File: config.mk
export PLATFORM = sky130hd
export DESIGN_NAME = mainm_arbiter
export DESIGN_NICKNAME = d
export VERILOG_FILES = /design/src/rtl/mainm_arbiter.sv
export SDC_FILE = /design/constraint.sdc
export NUM_CORES = 1
export LEC_CHECK = 0
export CORE_AREA = 2 2 129 131
export DETAILED_ROUTE_END_ITERATION = 6
export DIE_AREA = 0 0 131 133
export SYNTH_ARGS = -nofsm -noshare
export SYNTH_HDL_FRONTEND = slang
export SYNTH_SLANG_ARGS = --single-unit
File: constraint.sdc
create_clock -name clk -period 3 [get_ports clk]
set_input_delay 0.6 -clock clk [delete_from_list [all_inputs] [get_ports clk]]
set_output_delay 0.6 -clock clk [all_outputs]
set_load 0.02 [all_outputs]
File: src/rtl/mainm_arbiter.sv
// mainm_arbiter: shares the single main-memory port between two masters.
// The grant is held until the owning access or burst has fully completed.
module mainm_arbiter #(
    parameter bit FIXED_PRIO = 1'b0
) (
    input  logic        clk,
    input  logic        rst,
    input  logic [31:0] m0_a,
    input  logic [31:0] m0_d,
    input  logic        m0_we,
    input  logic        m0_rd,
    input  logic        m0_burst_en,
    input  logic [7:0]  m0_burst_length,
    output logic [31:0] m0_spo,
    output logic        m0_ready,
    input  logic [31:0] m1_a,
    input  logic [31:0] m1_d,
    input  logic        m1_we,
    input  logic        m1_rd,
    input  logic        m1_burst_en,
    input  logic [7:0]  m1_burst_length,
    output logic [31:0] m1_spo,
    output logic        m1_ready,
    output logic [31:0] s_a,
    output logic [31:0] s_d,
    output logic        s_we,
    output logic        s_rd,
    output logic        s_burst_en,
    output logic [7:0]  s_burst_length,
    input  logic [31:0] s_spo,
    input  logic        s_ready,
    output logic [1:0]  grant
);

    typedef enum logic [1:0] {
        IDLE,
        OWN0,
        OWN1
    } state_t;

    state_t     state;
    state_t     state_nxt;
    logic       last;
    logic [7:0] cnt;
    logic       req0;
    logic       req1;
    logic       own0;
    logic       own1;
    logic [7:0] words0;
    logic [7:0] words1;

    assign req0  = m0_we | m0_rd;
    assign req1  = m1_we | m1_rd;
    assign own0  = (state == OWN0);
    assign own1  = (state == OWN1);
    assign grant = {own1, own0};

    // A zero burst length still moves one word.
    assign words0 = !m0_burst_en ? 8'd1 :
                    (m0_burst_length == 8'd0) ? 8'd1 :
                    m0_burst_length;
    assign words1 = !m1_burst_en ? 8'd1 :
                    (m1_burst_length == 8'd0) ? 8'd1 :
                    m1_burst_length;

    // Pick an owner from IDLE; release after the final word.
    always_comb begin
        state_nxt = state;
        unique case (state)
            IDLE: begin
                if (req0 && req1) begin
                    state_nxt = (FIXED_PRIO || last) ? OWN0 : OWN1;
                end else if (req0) begin
                    state_nxt = OWN0;
                end else if (req1) begin
                    state_nxt = OWN1;
                end
            end
            OWN0, OWN1: begin
                if (s_ready && cnt == 8'd1) begin
                    state_nxt = IDLE;
                end
            end
            default: state_nxt = IDLE;
        endcase
    end

    // State, last owner and remaining-word counter.
    always_ff @(posedge clk or posedge rst) begin
        if (rst) begin
            state <= IDLE;
            last  <= 1'b1;
            cnt   <= 8'd0;
        end else begin
            state <= state_nxt;
            if (state == IDLE) begin
                if (state_nxt == OWN0) begin
                    last <= 1'b0;
                    cnt  <= words0;
                end else if (state_nxt == OWN1) begin
                    last <= 1'b1;
                    cnt  <= words1;
                end
            end else if (s_ready) begin
                cnt <= cnt - 8'd1;
            end
        end
    end

    // Forward the owner's handshake; everyone else sees zeros.
    always_comb begin
        s_a            = '0;
        s_d            = '0;
        s_we           = 1'b0;
        s_rd           = 1'b0;
        s_burst_en     = 1'b0;
        s_burst_length = '0;
        m0_spo         = '0;
        m0_ready       = 1'b0;
        m1_spo         = '0;
        m1_ready       = 1'b0;
        unique case (1'b1)
            own0: begin
                s_a            = m0_a;
                s_d            = m0_d;
                s_we           = m0_we;
                s_rd           = m0_rd;
                s_burst_en     = m0_burst_en;
                s_burst_length = m0_burst_length;
                m0_spo         = s_spo;
                m0_ready       = s_ready;
            end
            own1: begin
                s_a            = m1_a;
                s_d            = m1_d;
                s_we           = m1_we;
                s_rd           = m1_rd;
                s_burst_en     = m1_burst_en;
                s_burst_length = m1_burst_length;
                m1_spo         = s_spo;
                m1_ready       = s_ready;
            end
            default: begin
            end
        endcase
    end

endmodule

==> results of run 1 <==
[cell type report]
type	instances	area, um^2	share of cell area, %
multi-input cells	318	2100	33.7
well taps	220	275	4.42
diodes	3	7.51	0.120
repair buffers	341	3470	55.6
flip-flops and latches	11	277	4.44
inverters	7	26.3	0.422
clock buffers	4	78.8	1.26
[power by group through the flow]
stage | sequential, mW | clock, mW | combinational, mW
3_5_place_dp | 0.327 | 0 | 4.80
4_1_cts | 0.326 | 0.252 | 4.82
3_3_place_gp | 0.320 | 0 | 4.74
2_1_floorplan | 0.293 | 0 | 2.66
6_report | 0.327 | 0.251 | 4.77
5_1_grt | 0.342 | 0.261 | 5.15
[routing by layer]
| layer | track usage [%] | routed length, um | vias to the layer above | part of all wire [%] |
|---|---|---|---|---|
| li1 | - | - | 1940 | - |
| met1 | 22.0 | 6860 | 1849 | 41 |
| met2 | 31.3 | 8070 | 176 | 48 |
| met3 | 3.80 | 1460 | 24 | 8.7 |
| met4 | 4.91 | 438 | 0 | 2.6 |
| met5 | 0 | 0 | - | 0 |
[layout by cell type (no fill, tap or decap), types with 9 or more instances in the layout]
cell             Yosys  layout
dfrtp_1             10      10
buf_12               0       9
clkdlybuf4s50_1      0     315
and2_1              69      69
o21ai_0             13      13
buf_4                2      15
nor2_1              14      14
a22oi_1             77      77
nand2_1             11      11
nor2b_1             76      76
nand3_1              9       9
[flip-flops by register name, indices dropped and copies added (netlist names)]
name / cells
last: 1
cnt: 8
state: 2
[through the flow]
| step | hold WS [ns] | power [mW] |
|---|---|---|
| CTS | 0.490 | 5.40 |
| floorplan | 0.452 | 2.96 |
| global placement | 0.480 | 5.06 |
| finish | 0.487 | 5.35 |
| detailed placement | 0.484 | 5.12 |
| global route | 0.536 | 5.75 |
[worst paths after layout]
kind | start | to | slack [ns] | cells after the start
max | state[0]$_DFF_PP0_ | s_a[5] | 0.09 | 6
max in group asynchronous | rst | last$_DFFE_PP1P_ | 1.95 | 2
min | last$_DFFE_PP1P_ | last$_DFFE_PP1P_ | 0.49 | 2
min reg2reg | last$_DFFE_PP1P_ | last$_DFFE_PP1P_ | 0.49 | 2
min in group asynchronous | rst | cnt[7]$_DFFE_PP0P_ | 0.69 | 2
max reg2reg | state[0]$_DFF_PP0_ | cnt[2]$_DFFE_PP0P_ | 0.32 | 12
[cell families (layout without fill, tap and decap cells)]
family | count (synthesis) | count (layout)
simple gates | 198 | 198
flops | 11 | 11
other cells | 0 | 3
fa+ha+maj | 8 | 8
compound gates | 112 | 112
buf+inv | 48 | 352
[critical path, cell delays in order, from the launching register on]
cell             delay, ns
dfrtp_1               0.43
inv_1                 0.15
ha_4                  0.18
buf_12                0.23
a22oi_1               0.18
nor2b_1               0.20
clkdlybuf4s50_1       0.63
==> out/metrics.yaml, run 1 <==
worst_setup_path:
  cp-start-kind: "flip-flop"
  worst-setup-path-type: "flip-flop to primary output"
  crit_fanout: 63
  worstPathRequired_ns: 2.40
  critPathCaptureType: "primary output"
  cp.arrival_ns: 2.31
pwr:
  p_seq_share_pct: 6.1
  switching_share_pct: 49.7
  powerDensity_nw_per_um2: 858
  internal-power_mw: 2.69
  switchingPower_mw: 2.66
  combPwrFrac_pct: 89.2
  ir_worst_vdd_mv: 0.594
  leakagePower_nw: 2.19
  pwr-share-clk_pct: 4.7
placed_design:
  gp_congestion: 0.900
  preCtsSetupSlack_ns: 0.296
  dp.final_hpwl_um: 14000
  io_buffers: 327
  dpl.cell_count: 897
  place_area_um2: 6140
detailed_routing:
  vias: 3989
  routed_wl_um: 16800
  drc: 0
  wire_per_inst_um: 18.6
  drt_iter0_markers: 208
  ant_nets: 0
  viasPerCell: 4.41
  drtPass1Iterations: 5
yosys:
  synth_flop_cell: "dfrtp_1"
  synth_top_family_by_area: "simple AND/OR/NAND/NOR gates"
  ys_seq_area_share_pct: 10.8
  synth-xor-area-share_pct: 0
  synth_area_um2: 2560
  synth-async-reset-ratio_pct: 100
  synthAdderAreaFrac_pct: 3.91
  synth_edf_count: 0
  yosysMostFrequentCell: "a22oi_1"
  yosysWarnings: 0
  synth_seq_cells: 11
  syn_inst: 377
  synth_top_cells_by_count: "a22oi_1 (77), nor2b_1 (76), and2_1 (69), clkbuf_1 (33), nor2_1 (14)"
  yosys.area.top_type: "a22oi_1"
  synthMuxAreaShare_pct: 0
  synthTopCellsByArea: "a22oi_1 (23%), nor2b_1 (19%), and2_1 (17%)"
  synthSimpleGateAreaFrac_pct: 46.3
  yosysUniqueCellTypes: 32
  syn_nets: 570
  synth.avg_cell_area_um2: 6.78
  synth-compound-area-share_pct: 30.9
  synth_top_cell_area_share_pct: 22.6
floorplan:
  die_y_um: 133
  fp.dieW_um: 131
  rows: 47
  coreArea_um2: 16200
  die_area_um2: 17400
  io_pins: 328
  start_util_pct: 15.8
timing:
  max_freq_mhz: 344
  post-route-min-period_ns: 2.91
  fin_ws_ns: 0.0943
  layout_worst_path_cycle_share_pct: 96.9
  worst_pin_slew_ns: 0.513
  slew_headroom_pct: 65.8
  worst_clock_skew_ns: 0.00322
  tns_ns: 0
  hold_viol_final: 0
  setup_viol: 0
  rsz0062_at_grt: "false"
  slew_violations: 0
global_route:
  grtUsageTotal_pct: 17.9
  grt_pass1_wl_um: 23900
  antenna_found_initial: 2
  gr-total-overflow: 0
  grt_pass1_vias: 3979
  grt_max_degree: 69
clocking:
  htreeDepth: 1
  ctsResizeCount: 0
  cts_tree: "built"
  clock-sinks: 11
  cts_setup_buffers: 0
  cts_made_buffers: 3
  path_clk_slew_ns: 0.04
  ctsHoldBuffers: 0
  clock_latency_ns: 0.24
  clockBufferDepth: 2
  cts.root.buffer_cell: "clkbuf_16"
finish:
  fin_cells: 904
  final_cell_area_um2: 6230
  n_fill_cell: 1655
  syn2layout_area_growth_pct: 144
  layout-drive-gt1-share_pct: 5.43
  fin_util_pct: 38.5
  finalNetCount: 875
hold_path:
  hold_path_class: "flip-flop to flip-flop"
status:
  status: "completed"
job:
  cap_viol_max_count: 0
Note: power is estimated with default switching activity, not from simulation.
==> run 2: changes to the inputs <==
Settings changed: SLEW_MARGIN set to 20.
==> results of run 2 <==
Final layout, timing and power as in run 1 (identical DEF).
